File: src/rtl/ws2812_frame_feeder.sv
// Frame buffer and pixel streamer feeding a ws2812 serial driver, reordering {R,G,B} to wire-order {G,R,B}.
// Optional global brightness scaling is compiled in with the WS2812_BRIGHTNESS_EN macro.
module ws2812_frame_feeder #(
  parameter int NUM_LEDS   = 8,
  parameter int BIT_CYCLES = 61,
  localparam int LED_BITS     = (NUM_LEDS > 1) ? $clog2(NUM_LEDS) : 1,
  localparam int PIXEL_CYCLES = 24 * BIT_CYCLES,
  localparam int CNT_BITS     = $clog2(PIXEL_CYCLES + 1)
) (
  input  logic                clk,
  input  logic                reset_n,
  input  logic                wr_en,
  input  logic [LED_BITS-1:0] wr_addr,
  input  logic [23:0]         wr_data,
  input  logic                start,
  output logic                busy,
  output logic                frame_done,
  input  logic                new_data_req,
  output logic [23:0]         rgb_data,
  output logic                send_n
`ifdef WS2812_BRIGHTNESS_EN
  ,
  input  logic [7:0]          brightness
`endif
);

  typedef enum logic [2:0] {
    ST_IDLE     = 3'd0,
    ST_LOAD     = 3'd1,
    ST_WAIT_REQ = 3'd2,
    ST_STREAM   = 3'd3,
    ST_DRAIN    = 3'd4
  } state_t;

  localparam logic [CNT_BITS-1:0] CNT_ONE   = CNT_BITS'(1);
  localparam logic [CNT_BITS-1:0] CNT_STAGE = CNT_BITS'(2);
  localparam logic [CNT_BITS-1:0] CNT_LAST  = CNT_BITS'(PIXEL_CYCLES - 1);
  localparam logic [LED_BITS-1:0] IDX_ZERO  = LED_BITS'(0);
  localparam logic [LED_BITS-1:0] IDX_ONE   = LED_BITS'(1);
  localparam logic [LED_BITS-1:0] LAST_IDX  = LED_BITS'(NUM_LEDS - 1);
  localparam logic [LED_BITS:0]   ADDR_LIM  = (LED_BITS + 1)'(NUM_LEDS);

  function automatic logic [23:0] reorder(input logic [23:0] px);
    return {px[15:8], px[23:16], px[7:0]};
  endfunction

  function automatic logic [7:0] scale_ch(input logic [7:0] c, input logic [7:0] b);
    logic [15:0] prod;
    prod = {8'd0, c} * ({8'd0, b} + 16'd1);
    return prod[15:8];
  endfunction

  logic [23:0]         mem_r [NUM_LEDS];
  logic [23:0]         q_r;
  logic                wr_ok_s;
  logic                rd_en_s;
  logic [LED_BITS-1:0] rd_addr_s;
  logic [23:0]         fetch_px_s;

  state_t              state_r, state_nxt;
  logic [LED_BITS-1:0] idx_r, idx_nxt;
  logic [CNT_BITS-1:0] cnt_r, cnt_nxt;
  logic [23:0]         staging_r, staging_nxt;
  logic [23:0]         rgb_data_r, rgb_nxt;
  logic                send_n_r, send_n_nxt;
  logic                busy_r, busy_nxt;
  logic                frame_done_r, frame_done_nxt;

  assign wr_ok_s = ({1'b0, wr_addr} < ADDR_LIM);

`ifdef WS2812_BRIGHTNESS_EN
  assign fetch_px_s = reorder({scale_ch(q_r[23:16], brightness),
                               scale_ch(q_r[15:8],  brightness),
                               scale_ch(q_r[7:0],   brightness)});
`else
  assign fetch_px_s = reorder(q_r);
`endif

  // Pixel RAM write port; contents survive reset.
  always_ff @(posedge clk) begin
    if (wr_en && wr_ok_s) begin
      mem_r[wr_addr] <= wr_data;
    end
  end

  // Registered read port; a same-address write in this cycle is not yet visible.
  always_ff @(posedge clk) begin
    if (rd_en_s) begin
      q_r <= mem_r[rd_addr_s];
    end
  end

  // Control state and output registers.
  always_ff @(posedge clk or negedge reset_n) begin
    if (!reset_n) begin
      state_r      <= ST_IDLE;
      idx_r        <= IDX_ZERO;
      cnt_r        <= {CNT_BITS{1'b0}};
      staging_r    <= 24'd0;
      rgb_data_r   <= 24'd0;
      send_n_r     <= 1'b1;
      busy_r       <= 1'b0;
      frame_done_r <= 1'b0;
    end else begin
      state_r      <= state_nxt;
      idx_r        <= idx_nxt;
      cnt_r        <= cnt_nxt;
      staging_r    <= staging_nxt;
      rgb_data_r   <= rgb_nxt;
      send_n_r     <= send_n_nxt;
      busy_r       <= busy_nxt;
      frame_done_r <= frame_done_nxt;
    end
  end

  // Next-state logic; rgb_data only changes at the last cycle of a driver pixel.
  always_comb begin
    state_nxt      = state_r;
    idx_nxt        = idx_r;
    cnt_nxt        = cnt_r;
    staging_nxt    = staging_r;
    rgb_nxt        = rgb_data_r;
    send_n_nxt     = send_n_r;
    busy_nxt       = busy_r;
    frame_done_nxt = 1'b0;
    rd_en_s        = 1'b0;
    rd_addr_s      = idx_r;
    case (state_r)
      ST_IDLE: begin
        if (start) begin
          busy_nxt  = 1'b1;
          rd_en_s   = 1'b1;
          rd_addr_s = IDX_ZERO;
          state_nxt = ST_LOAD;
        end else begin
          state_nxt = ST_IDLE;
        end
      end
      ST_LOAD: begin
        rgb_nxt    = fetch_px_s;
        send_n_nxt = 1'b0;
        state_nxt  = ST_WAIT_REQ;
      end
      ST_WAIT_REQ: begin
        if (new_data_req) begin
          cnt_nxt = CNT_ONE;
          if (idx_r == LAST_IDX) begin
            send_n_nxt = 1'b1;
            state_nxt  = ST_DRAIN;
          end else begin
            rd_en_s   = 1'b1;
            rd_addr_s = idx_r + IDX_ONE;
            state_nxt = ST_STREAM;
          end
        end else begin
          state_nxt = ST_WAIT_REQ;
        end
      end
      ST_STREAM: begin
        cnt_nxt = cnt_r + CNT_ONE;
        if (cnt_r == CNT_STAGE) begin
          staging_nxt = fetch_px_s;
        end else begin
          staging_nxt = staging_r;
        end
        if (cnt_r == CNT_LAST) begin
          rgb_nxt   = staging_r;
          idx_nxt   = idx_r + IDX_ONE;
          state_nxt = ST_WAIT_REQ;
        end else begin
          state_nxt = ST_STREAM;
        end
      end
      ST_DRAIN: begin
        cnt_nxt = cnt_r + CNT_ONE;
        if (cnt_r == CNT_LAST) begin
          frame_done_nxt = 1'b1;
          busy_nxt       = 1'b0;
          idx_nxt        = IDX_ZERO;
          state_nxt      = ST_IDLE;
        end else begin
          state_nxt = ST_DRAIN;
        end
      end
      default: begin
        state_nxt  = ST_IDLE;
        idx_nxt    = IDX_ZERO;
        send_n_nxt = 1'b1;
        busy_nxt   = 1'b0;
      end
    endcase
  end

  assign rgb_data   = rgb_data_r;
  assign send_n     = send_n_r;
  assign busy       = busy_r;
  assign frame_done = frame_done_r;

endmodule

File: config.mk
export PLATFORM = sky130hd
export DESIGN_NAME = ws2812_frame_feeder
export DESIGN_NICKNAME = d
export VERILOG_FILES = /design/src/rtl/ws2812_frame_feeder.sv
export SDC_FILE = /design/constraint.sdc
export NUM_CORES = 1
export LEC_CHECK = 0
export ABC_CLOCK_PERIOD_IN_PS = 5600
export CORE_MARGIN = 3
export CORE_UTILIZATION = 50
export CTS_CLUSTER_SIZE = 28
export DETAILED_ROUTE_END_ITERATION = 6
export PLACE_DENSITY = 0.78
export REMOVE_ABC_BUFFERS = 1
export SLEW_MARGIN = 20
export SYNTH_ARGS = -nofsm -noshare
export SYNTH_HDL_FRONTEND = slang
export SYNTH_SLANG_ARGS = --single-unit
File: constraint.sdc
create_clock -name clk -period 5.6 [get_ports clk]
set_clock_uncertainty 0.2 [all_clocks]
set_input_delay 1.12 -clock clk [delete_from_list [all_inputs] [get_ports clk]]
set_output_delay 1.12 -clock clk [all_outputs]
set_load 0.05 [all_outputs]
; After elaboration in Yosys (flattened, before gate mapping)
; Memory sizes are Yosys's and may differ from the RTL's. A register that Yosys moved wholly into a read port is not among the register bits.
; Index checks and enable logic that the tools add are counted.
[word_totals]
reg_bits = 68
mem_bits_rw = 192
in_bits = 32
out_inout_bits = 27
word_cells = 70
n_memories = 1
[memory_table]
columns = memory, words, width, rd, rd_clocked_by_memory_dff, write_ports, line
row1 = mem_r, 8, 24, 1, 1, 1, 53  ; logic [23:0] mem_r [NUM_LEDS];
[op_classes]
n_addsub = 2
n_eq_ne = 12
n_mux = 31
n_bitwise = 3
n_reduce_logical = 13
[op_table]
columns = operator, n
row1 = one-hot mux 24 bit (2 select lines), 1
row2 = 2-to-1 mux 24 bit, 1
row3 = 2-to-1 mux 3 bit, 8
row4 = one-hot mux 11 bit (2 select lines), 1
row5 = one-hot mux 3 bit (5 select lines), 1
row6 = 2-to-1 mux 1 bit, 13
row7 = "adder 11 x 1 -> 11 bit, second input constant", 1
row8 = "== test 11 bit, second input constant", 1
row9 = "== test 11 x 2 -> 1 bit, second input constant", 1
row10 = 2-to-1 mux 11 bit, 1
row11 = "!= test 2 bit, second input constant", 5
row12 = one-hot mux 3 bit (3 select lines), 1
row13 = AND reduction 3 bit, 3
row14 = OR reduction 3 bit, 3
row15 = "== test 3 x 2 -> 1 bit, second input constant", 2
row16 = "== test 3 bit, second input constant", 2
row17 = one-hot mux 1 bit (3 select lines), 2
row18 = one-hot mux 3 bit (2 select lines), 1
row19 = AND reduction 2 bit, 3
row20 = nonzero test 2 bit, 2
row21 = "adder 3 x 1 -> 3 bit, second input constant", 1
row22 = "== test 3 x 1 -> 1 bit, second input constant", 1
row23 = logical NOT 3 bit, 1
row24 = inverter 1 bit, 3
row25 = other kinds (2), 2

; Logic depth before layout (Yosys ltp)
; Gate-level depths: netlist of run 1.
[depth]
depth_word = 4
depth_mapped = 10
mapped_depth_nobuf = 8

; Worst setup path after synthesis of run 1
; Ideal clock, no wire load.
[synth_path]
path_type = in2reg
from = in wr_addr[1]
to = mem mem_r[0][0], enable pin
setup_ns = 0.435
t_arrival_ns = 2.969
required_time_ns = 4.965
setup_slack_ns = 1.995
path_stages = 2
n_path_buf = 0
path_cell_list = nand2b_1 nor3_1
[synth_lines]
columns = element, line
row1 = "start, declared", 13  ; input logic [LED_BITS-1:0] wr_addr,
row2 = "end, declared", 53
; Straight into the memory's write port.

; Worst setup path after layout of run 1
[layout_path]
from = in new_data_req
to = reg q_r[23] (read register of mem_r), data pin
[layout_between]
elab_chain_len = 2
word_cells_on_any_way = 4
cone_classes = mux (4)
[layout_lines]
columns = element, line
row1 = "start, declared", 18  ; input logic new_data_req,
row2 = 2-to-1 mux 3 bit / 2-to-1 mux 1 bit (equally long branches), 145  ; if (new_data_req) begin
row3 = one-hot mux 3 bit (2 select lines) / one-hot mux 1 bit (2 select lines) (equally long branches), 128  ; case (state_r)
row4 = "end, declared", 54  ; logic [23:0] q_r;
; Parallel ways exist; a longest one is shown, timed or not.
; A chain may end at the register's enable or synchronous reset.

==> reports/qor.yml, run 1 <==
status: "completed"
clock_sinks: 284
critPathLaunchType: "input pin"
diodes: 0
fin_ws_ns: 1.922
io_buffers: 58
final_hold_viol_count: 0
reg2reg_slack_ns: 2.15
clock_power_share_pct: 36.7
syn_to_final_growth_pct: 16.74
r2r-end: "q_r[0]"
routed_wl_um: 23770
grt_pass1_vias: 6881
vias: 6735
reg2reg_from: "idx_r[0]"
die_w_um: 158.1
drc: 0
h-tree-depth: 1
worstPathMaxFanout: 14
drive_gt1_share_pct: 15.59
maxCapViolations: 0
gp_congestion: 0.8150
path_cells: "clkdlybuf4s50_1 -> nor4bb_1 -> buf_4 -> a211oi_2 -> a31o_1 -> nor2_2 -> buf_12 -> a2111oi_0"
yosysUniqueCellTypes: 54
grt_max_degree: 74
setup_violations: 0
crit_type: "input pin to register"
antenna_found_initial: 0
p_int_uw: 4088
synth_edf_count: 216
p_leak_uw: 0.004598
cts_tree: "done"
path_delay_family: "simple AND/OR/NAND/NOR gates"
syn_avg_cell_area_sq_um: 15.25
rsz0062_at_grt: "false"
path_clk_slew_ns: 0.06
hold_end: "staging_r[18]"
cts_buffers: 28
synth.top_cells.by_area: "edfxtp_1 (56%), dfrtp_1 (14%), a211oi_1 (4.7%)"
yosys.area.top_type: "edfxtp_1"
fp.dieH_um: 158.1
fmax_mhz: 271.9
synthFlopType: "edfxtp_1"
slew_violations: 0
seqPwrFrac_pct: 48.0
initial_core_util_pct: 50.96
combPwrFrac_pct: 15.3
die_area_sq_um: 25010
drtIter0Drc: 637
synth_compound_area_share_pct: 11.07
hold_depth: 1
synthCells: 759
cts_setup_buffers: 0
yosys.area_share.simple_pct: 8.563
syn_area_sq_um: 11570
cts_root_buffer: "clkbuf_16"
ys_warn_count: 0
cp-startpoint: "new_data_req"
postCtsResizedCells: 0
dp_hpwl_um: 12700
cts_hold_buffers: 0
synth_xor_area_share_pct: 0.3027
ys_seq_elements: 284
worst_pin_slew_ns: 0.9954
cts.path.max_buffers: 3
slew-limit-headroom_pct: 33.44
wl_per_cell_um: 21.24
cp_slowest_cell: "nor2_2"
crit_buf_inv: 3
num_rows: 55
critical_path_arrival_ns: 3.75
synth_top_area_share_pct: 56.05
ys_seq_area_share_pct: 70.76
switching_power_uw: 1415
min_period_over_period_pct: 65.69
final_nets: 849
synth_top_family_by_area: "compound AO/OA/AOI/OAI gates"
place_inst: 1067
hold_class: "register to register"
overflow: 0
hp-start: "staging_r[18]"
grt_pass1_wl_um: 37750
fin_cells: 1119
required_ns: 5.67
power.density_nw_per_um2: 407.4
synth_commonest_cells: "edfxtp_1 (216), and3_1 (73), a211oi_1 (72)"
holdWs_ns: 0.3048
cp.depth: 8
critPathMaxStageDelay_ns: 0.77
antenna_left: 0
async_flop_share_pct: 23.94
min_period_ns: 3.678
dpl_worst_slack_ns: 1.366
ff2ff_path_depth: 9
critPathCaptureType: "register"
design.core.area_sq_um: 22710
vias_per_cell: 6.019
insertion_delay_ns: 0.55
netSwitchingFraction_pct: 25.71
muxShareOfSynthArea_pct: 6.401
ioPinCount: 59
post-synth-top-count-cell: "edfxtp_1"
irDropWorstVdd_mv: 0.2172
gr-usage-all-layers_pct: 19.37
firstDrtPassIters: 4
synthAdderAreaFrac_pct: 0.5406
## metrics by stage
stage          area (sq um)  total power [uW]  util, %  setup TNS (ns)
6_report              13510              5503    59.49               0
5_1_grt               13510              5732    59.49               0
4_1_cts               13510              5542    59.49               0
3_5_place_dp          12480              3517    54.98               0
3_3_place_gp          12480              3488    54.98               0
2_1_floorplan         11330              3223        -          -17.38
## per-layer routing
layer | routed length [um] | share of wire, % | global-route usage [%] | up-vias
li1 | - | - | - | 3093
met1 | 10090 | 42 | 27.01 | 3376
met2 | 11770 | 50 | 32.25 | 228
met3 | 1413 | 5.9 | 2.980 | 38
met4 | 493 | 2.1 | 4.998 | 0
met5 | 0 | 0 | 0 | -
## state kept, by name, indices dropped and copies added (netlist names)
name / cells
staging_r: 24
mem_r: 192
idx_r: 3
busy: 1
frame_done: 1
q_r: 24
state_r: 3
rgb_data: 24
send_n: 1
cnt_r: 11
## power groups by stage
stage / registers (uW) / clock network, uW / logic, uW
2_1_floorplan: 2810 / 0 / 415
3_3_place_gp: 2670 / 0 / 817
3_5_place_dp: 2680 / 0 / 838
4_1_cts: 2640 / 2050 / 851
5_1_grt: 2670 / 2150 / 920
6_report: 2640 / 2020 / 842
## cell usage in the layout (no fill, tap or decap), types with 2 or more instances in the layout
| cell | n |
|---|---|
| dfrtp_1 | 67 |
| xnor2_1 | 2 |
| buf_12 | 2 |
| a211oi_1 | 72 |
| nand3_1 | 9 |
| a2111oi_0 | 5 |
| clkbuf_16 | 28 |
| bufinv_16 | 6 |
| a32o_1 | 2 |
| nor3_2 | 2 |
| xor2_1 | 2 |
| nor2_2 | 2 |
| ha_1 | 5 |
| nor3_1 | 6 |
| mux2i_1 | 47 |
| or3_1 | 2 |
| nor2_4 | 5 |
| nor2_1 | 46 |
| mux2_2 | 24 |
| a21oi_1 | 33 |
| nor4b_1 | 2 |
| a2111oi_2 | 20 |
| o21ai_0 | 10 |
| o21ai_4 | 2 |
| clkdlybuf4s50_1 | 57 |
| inv_1 | 8 |
| clkbuf_1 | 2 |
| clkinvlp_4 | 3 |
| and3_1 | 73 |
| buf_4 | 13 |
| edfxtp_1 | 216 |
| clkinv_2 | 7 |
| nand4_1 | 4 |
| clkbuf_8 | 3 |
| clkinv_1 | 2 |
| nand2b_1 | 6 |
| nand2_1 | 11 |
## worst register-to-register path, delay by kind of cell (launching register included)
kind	cells	cell delay [ns]
DFF	1	0.53
buffers and inverters	2	0.44
adders and majority gates	2	0.40
AOI/OAI and AO/OA	3	0.72
and+or+nand+nor	2	0.93
## area by class of cell
type | instances | area [sq um]
Multi-Input combinational cell | 418 | 3201
Fill cell | 1708 | 9200
Clock buffer | 33 | 749.5
Sequential cell | 284 | 8189
Tap cell | 285 | 356.6
Inverter | 8 | 30.03
Timing Repair Buffer | 72 | 708.2
Clock inverter | 19 | 275.3
## worst max path at each step
| stage | to | slack, ns |
|---|---|---|
| finish | q_r[23] | 1.92 |
| CTS | q_r[23] | 1.93 |
| floorplan | q_r[22] | -0.77 |
| global route | q_r[0] | 1.79 |
| detailed placement | q_r[1] | 1.37 |
| global placement | q_r[1] | 1.49 |
## logic make-up after synthesis
kind of cell             Yosys count
flip-flops                       284
XOR/XNOR                           4
multiplexers                      71
buffers and inverters             57
AND/OR/NAND/NOR                  180
adder cells (fa/ha/maj)            5
AO/OA/AOI/OAI                    158
Note: power is estimated with default switching activity, not from simulation.
==> inputs of run 2 (changes only) <==
- ABC_CLOCK_PERIOD_IN_PS: 5600 -> 3100
- PLACE_DENSITY: 0.78 -> 0.81
- clock period: 5.6 -> 3.1 ns (I/O delays scaled with it)
==> reports/qor.yml, run 2 (synthesized netlist as in run 1, its figures left out) <==
cts.path.max_buffers: 3  # unchanged
worstPathMaxFanout: 17  # was 14
path_clk_slew_ns: 0.06  # about the same
routed_wl_um: 23710  # was 23770 um
min_period_ns: 2.832
cts_root_buffer: "clkbuf_16"  # unchanged
layout_common_cells: "edfxtp_1 (216), and3_1 (73), a211oi_1 (72), dfrtp_1 (67), clkdlybuf4s50_1 (57)"  # unchanged
path_delay_family: "compound AO/OA/AOI/OAI gates"  # was simple AND/OR/NAND/NOR gates
grt_max_degree: 69  # was 74
fmax_mhz: 353.1
design.core.area_sq_um: 22710  # unchanged
p_leak_uw: 0.004712  # was 0.004598 uW
path_cells: "ha_1 -> ha_1 -> nand2b_1 -> a211o_1 -> a31oi_2 -> buf_12 -> buf_12 -> a211oi_1 -> a2111oi_2"  # was clkdlybuf4s50_1 -> nor4bb_1 -> buf_4 -> a211oi_2 -> a31o_1 -> nor2_2 -> buf_12 -> a2111oi_0
h-tree-depth: 1  # unchanged
final_nets: 871  # was 849
fin_cells: 1142  # was 1119
setup_violations: 0  # unchanged
layout_commonest_cell: "edfxtp_1"  # unchanged
hold_class: "input pin to async pin"  # was register to register
grt_pass1_vias: 6694  # was 6881
io_buffers: 58  # unchanged
critPathMaxStageDelay_ns: 0.42  # was 0.77 ns
insertion_delay_ns: 0.54  # was 0.55 ns
dpl_worst_slack_ns: -0.1390  # was 1.366 ns
firstDrtPassIters: 5  # was 4
antenna_left: 0  # unchanged
critical_path_arrival_ns: 2.97  # was 3.75 ns
postCtsResizedCells: 0  # unchanged
regMostFlops: "mem_r"  # unchanged
slew_violations: 0  # unchanged
initial_core_util_pct: 50.96  # unchanged
place_inst: 1088  # was 1067
min_period_over_period_pct: 91.35
crit_type: "register to register"  # was input pin to register
largest_reg_flops: 192  # unchanged
maxCapViolations: 0  # unchanged
drive_gt1_share_pct: 17.04  # was 15.59%
slew-limit-headroom_pct: 41.63  # was 33.44%
status: "finished with violations"  # was completed
irDropWorstVdd_mv: 0.4455  # was 0.2172 mV
syn_to_final_growth_pct: 18.38  # was 16.74%
die_area_sq_um: 25010  # unchanged
dp_hpwl_um: 13710  # was 12700 um
power.density_nw_per_um2: 709.7  # was 407.4 nW/um^2
cts_tree: "done"  # unchanged
ioPinCount: 59  # unchanged
num_rows: 55  # unchanged
die_w_um: 158.1  # unchanged
drc: 0  # unchanged
gr-usage-all-layers_pct: 18.98  # was 19.37%
rsz0062_at_grt: "false"  # unchanged
clock_sinks: 284  # unchanged
vias_per_cell: 5.975  # was 6.019
final_hold_viol_count: 7  # was 0
crit_buf_inv: 2  # was 3
cts_setup_buffers: 0  # unchanged
critPathLaunchType: "register"  # was input pin
required_ns: 3.24  # was 5.67 ns
vias: 6824  # was 6735
drtIter0Drc: 647  # was 637
wl_per_cell_um: 20.76  # was 21.24 um
gp_congestion: 0.8642  # was 0.8150
cts_hold_buffers: 0  # unchanged
critPathCaptureType: "register"  # unchanged
diodes: 0  # unchanged
failed_checks: "hold timing"
fp.dieH_um: 158.1  # unchanged
antenna_found_initial: 0  # unchanged
grt_pass1_wl_um: 37190  # was 37750 um
final.setup.tns_ns: 0  # unchanged
cts_buffers: 29  # was 28
worst_pin_slew_ns: 0.8756  # was 0.9954 ns
fin_ws_ns: 0.2681  # was 1.922 ns
holdWs_ns: -0.003790  # was 0.3048 ns
overflow: 0  # unchanged
cp_slowest_cell: "dfrtp_1"  # was nor2_2
-- run 2: changes by cell type in the layout (fill, tap and decap cells not counted), sizes merged --
| cell | previous run | this run |
|---|---|---|
| clkinv | 10 | 9 |
| clkbuf | 33 | 38 |
| bufinv | 6 | 3 |
| buf | 15 | 36 |
| inv | 8 | 9 |
-- run 2: worst reg2reg max path, cell delays in order, from the launching register on --
cell and delay, ns:
dfrtp_1 0.42, ha_1 0.22, ha_1 0.24, nand2b_1 0.19, a211o_1 0.37, a31oi_2 0.27
buf_12 0.21, buf_12 0.16, a211oi_1 0.06, a2111oi_2 0.30
-- run 2: worst paths after layout --
check | start | endpoint | slack [ns] | depth (start not counted)
max in group asynchronous | reset_n | rgb_data[19] | 2.12 | 1
hold reg to reg | staging_r[19] | staging_r[19] | 0.31 | 1
hold / removal | reset_n | cnt_r[2] | -0.004 | 1
setup reg to reg | idx_r[1] | q_r[16] | 0.27 | 9
min in group clk | staging_r[19] | staging_r[19] | 0.31 | 1
setup / recovery | idx_r[1] | q_r[16] | 0.27 | 9
-- run 2: per-layer routing --
metal / part of all wire, % / up-vias / track usage, % / routed length (um)
met2: 49 / 236 / 31.11 / 11580
met3: 6.0 / 39 / 2.679 / 1430
met1: 43 / 3405 / 27.15 / 10270
met5: 0 / - / 0 / 0
li1: - / 3144 / - / -
met4: 1.8 / 0 / 4.711 / 426
-- run 2: metrics by stage --
step	power (uW)	instance area (sq um)	utilization [%]
2_1_floorplan	5822	11330	-
5_1_grt	10120	13700	60.33
3_3_place_gp	6326	12740	56.11
3_5_place_dp	6381	12740	56.11
4_1_cts	9792	13690	60.30
6_report	9722	13700	60.33
-- run 2: area by class of cell --
type | count | area [sq um]
clock buffers | 38 | 779.5
clock inverters | 16 | 171.4
fillers | 1646 | 9010
inverters | 8 | 30.03
multi-input cells | 418 | 3182
flip-flops and latches | 284 | 8189
well taps | 285 | 356.6
repair buffers | 93 | 991.0
-- run 2: power by group --
group | total [uW] | internal, uW | switching, uW
Sequential | 4770 | 4530 | 248
Combinational | 1530 | 649 | 885
Clock | 3410 | 2020 | 1390
Total | 9720 | 7200 | 2520
==> inputs of run 3 (changes only) <==
- MAX_ROUTING_LAYER: not set -> met4
==> reports/qor.yml, run 3 (synthesized netlist as in run 1, its figures left out) <==
cts_root_buffer: "clkbuf_16"  # unchanged
slew-limit-headroom_pct: 41.54  # was 41.63%
slew_violations: 0  # unchanged
final_nets: 871  # unchanged
irDropWorstVdd_mv: 0.4437  # was 0.4455 mV
rsz0062_at_grt: "false"  # unchanged
ioPinCount: 59  # unchanged
diodes: 0  # unchanged
path_cells: "ha_1 -> ha_1 -> nand2b_1 -> a211o_1 -> a31oi_2 -> buf_12 -> buf_12 -> a211oi_1 -> a2111oi_2"  # unchanged
min_period_over_period_pct: 91.14  # was 91.35%
num_rows: 55  # unchanged
crit_type: "register to register"  # unchanged
n_fill_cell: 1646  # unchanged
final_core_util_pct: 60.33  # unchanged
cts_tree: "done"  # unchanged
path_delay_family: "compound AO/OA/AOI/OAI gates"  # unchanged
layout_common_cells: "edfxtp_1 (216), and3_1 (73), a211oi_1 (72), dfrtp_1 (67), clkdlybuf4s50_1 (57)"  # unchanged
syn_to_final_growth_pct: 18.38  # unchanged
required_ns: 3.24  # about the same
drc: 0  # unchanged
h-tree-depth: 1  # unchanged
critPathCaptureType: "register"  # unchanged
fmax_mhz: 353.9  # was 353.1 MHz
critPathLaunchType: "register"  # unchanged
antenna_left: 0  # unchanged
die_area_sq_um: 25010  # unchanged
fin_ws_ns: 0.2746  # was 0.2681 ns
gp_congestion: 0.8782  # was 0.8642
drtIter0Drc: 650  # was 647
antenna_found_initial: 0  # unchanged
final_hold_viol_count: 7  # unchanged
failed_checks: "hold timing"  # unchanged
routed_wl_um: 23710  # about the same
fp.dieH_um: 158.1  # unchanged
p_leak_uw: 0.004712  # unchanged
vias_per_cell: 6.007  # was 5.975
overflow: 0  # unchanged
wl_per_cell_um: 20.77  # was 20.76 um
power.density_nw_per_um2: 710.2  # was 709.7 nW/um^2
grt_pass1_wl_um: 37210  # was 37190 um
cts.path.max_buffers: 3  # unchanged
grt_pass1_vias: 6679  # was 6694
critPathMaxStageDelay_ns: 0.42  # about the same
maxCapViolations: 0  # unchanged
insertion_delay_ns: 0.54  # about the same
reg2reg_slack_ns: 0.27  # about the same
cts_buffers: 29  # unchanged
firstDrtPassIters: 5  # unchanged
drive_gt1_share_pct: 17.04  # unchanged
crit_buf_inv: 2  # unchanged
dpl_worst_slack_ns: -0.1390  # unchanged
largest_reg_flops: 192  # unchanged
cp_slowest_cell: "dfrtp_1"  # unchanged
gr-usage-all-layers_pct: 19.58  # was 18.98%
hold_class: "input pin to async pin"  # unchanged
status: "finished with violations"  # unchanged
clock_sinks: 284  # unchanged
final.setup.tns_ns: 0  # unchanged
layout_commonest_cell: "edfxtp_1"  # unchanged
grt_max_degree: 69  # unchanged
die_w_um: 158.1  # unchanged
setup_violations: 0  # unchanged
initial_core_util_pct: 50.96  # unchanged
critical_path_arrival_ns: 2.97  # about the same
path_clk_slew_ns: 0.06  # about the same
io_buffers: 58  # unchanged
design.core.area_sq_um: 22710  # unchanged
worstPathMaxFanout: 17  # unchanged
min_period_ns: 2.825  # was 2.832 ns
worst_pin_slew_ns: 0.8769  # was 0.8756 ns
vias: 6860  # was 6824
holdWs_ns: -0.008484  # was -0.003790 ns
power_uw: 9729  # was 9722 uW
dp_hpwl_um: 13710  # unchanged
regMostFlops: "mem_r"  # unchanged
## run 3: cell counts in the layout (fill, tap and decap cells not counted)
Identical to the previous run, type by type.
## run 3: worst paths after layout
kind | start | end | depth (start not counted)
max | idx_r[1] | q_r[16] | 9
min in group clk | staging_r[15] | staging_r[15] | 1
min | reset_n | cnt_r[2] | 1
max in group asynchronous | reset_n | rgb_data[19] | 1
min reg2reg | staging_r[15] | staging_r[15] | 1
max reg2reg | idx_r[1] | q_r[16] | 9
## run 3: power breakdown
part           leakage [uW]  internal (uW)  switching [uW]
clock              0.000454           2020            1400
combinational       0.00147            649             883
sequential          0.00279           4530             249
total               0.00471           7200            2530
## run 3: cell type report
cell class | count | area [sq um] | area share (%)
Sequential cell | 284 | 8189 | 59.78
Multi-Input combinational cell | 418 | 3182 | 23.23
Timing Repair Buffer | 93 | 991.0 | 7.234
Clock buffer | 38 | 779.5 | 5.690
Tap cell | 285 | 356.6 | 2.603
Clock inverter | 16 | 171.4 | 1.251
Inverter | 8 | 30.03 | 0.2192
## run 3: per-stage QoR
| stage | cells | instance area (sq um) |
|---|---|---|
| 6_report | 1142 | 13700 |
| 2_1_floorplan | 710 | 11330 |
| 4_1_cts | 1142 | 13690 |
| 3_3_place_gp | 1088 | 12740 |
| 5_1_grt | 1142 | 13700 |
| 3_5_place_dp | 1088 | 12740 |
## run 3: layer usage
layer | vias to the layer above | part of all wire (%) | global-route usage (%)
met4 | 0 | 1.9 | 4.588
met5 | - | 0 | -
met1 | 3386 | 43 | 27.31
met2 | 282 | 48 | 31.13
li1 | 3147 | - | -
met3 | 45 | 6.6 | 2.570
## run 3: repair_timing
action	CTS	global route
gates resized for setup	0	1
setup buffers	0	0
endpoints found under the setup margin	0	2
hold buffers	0	0
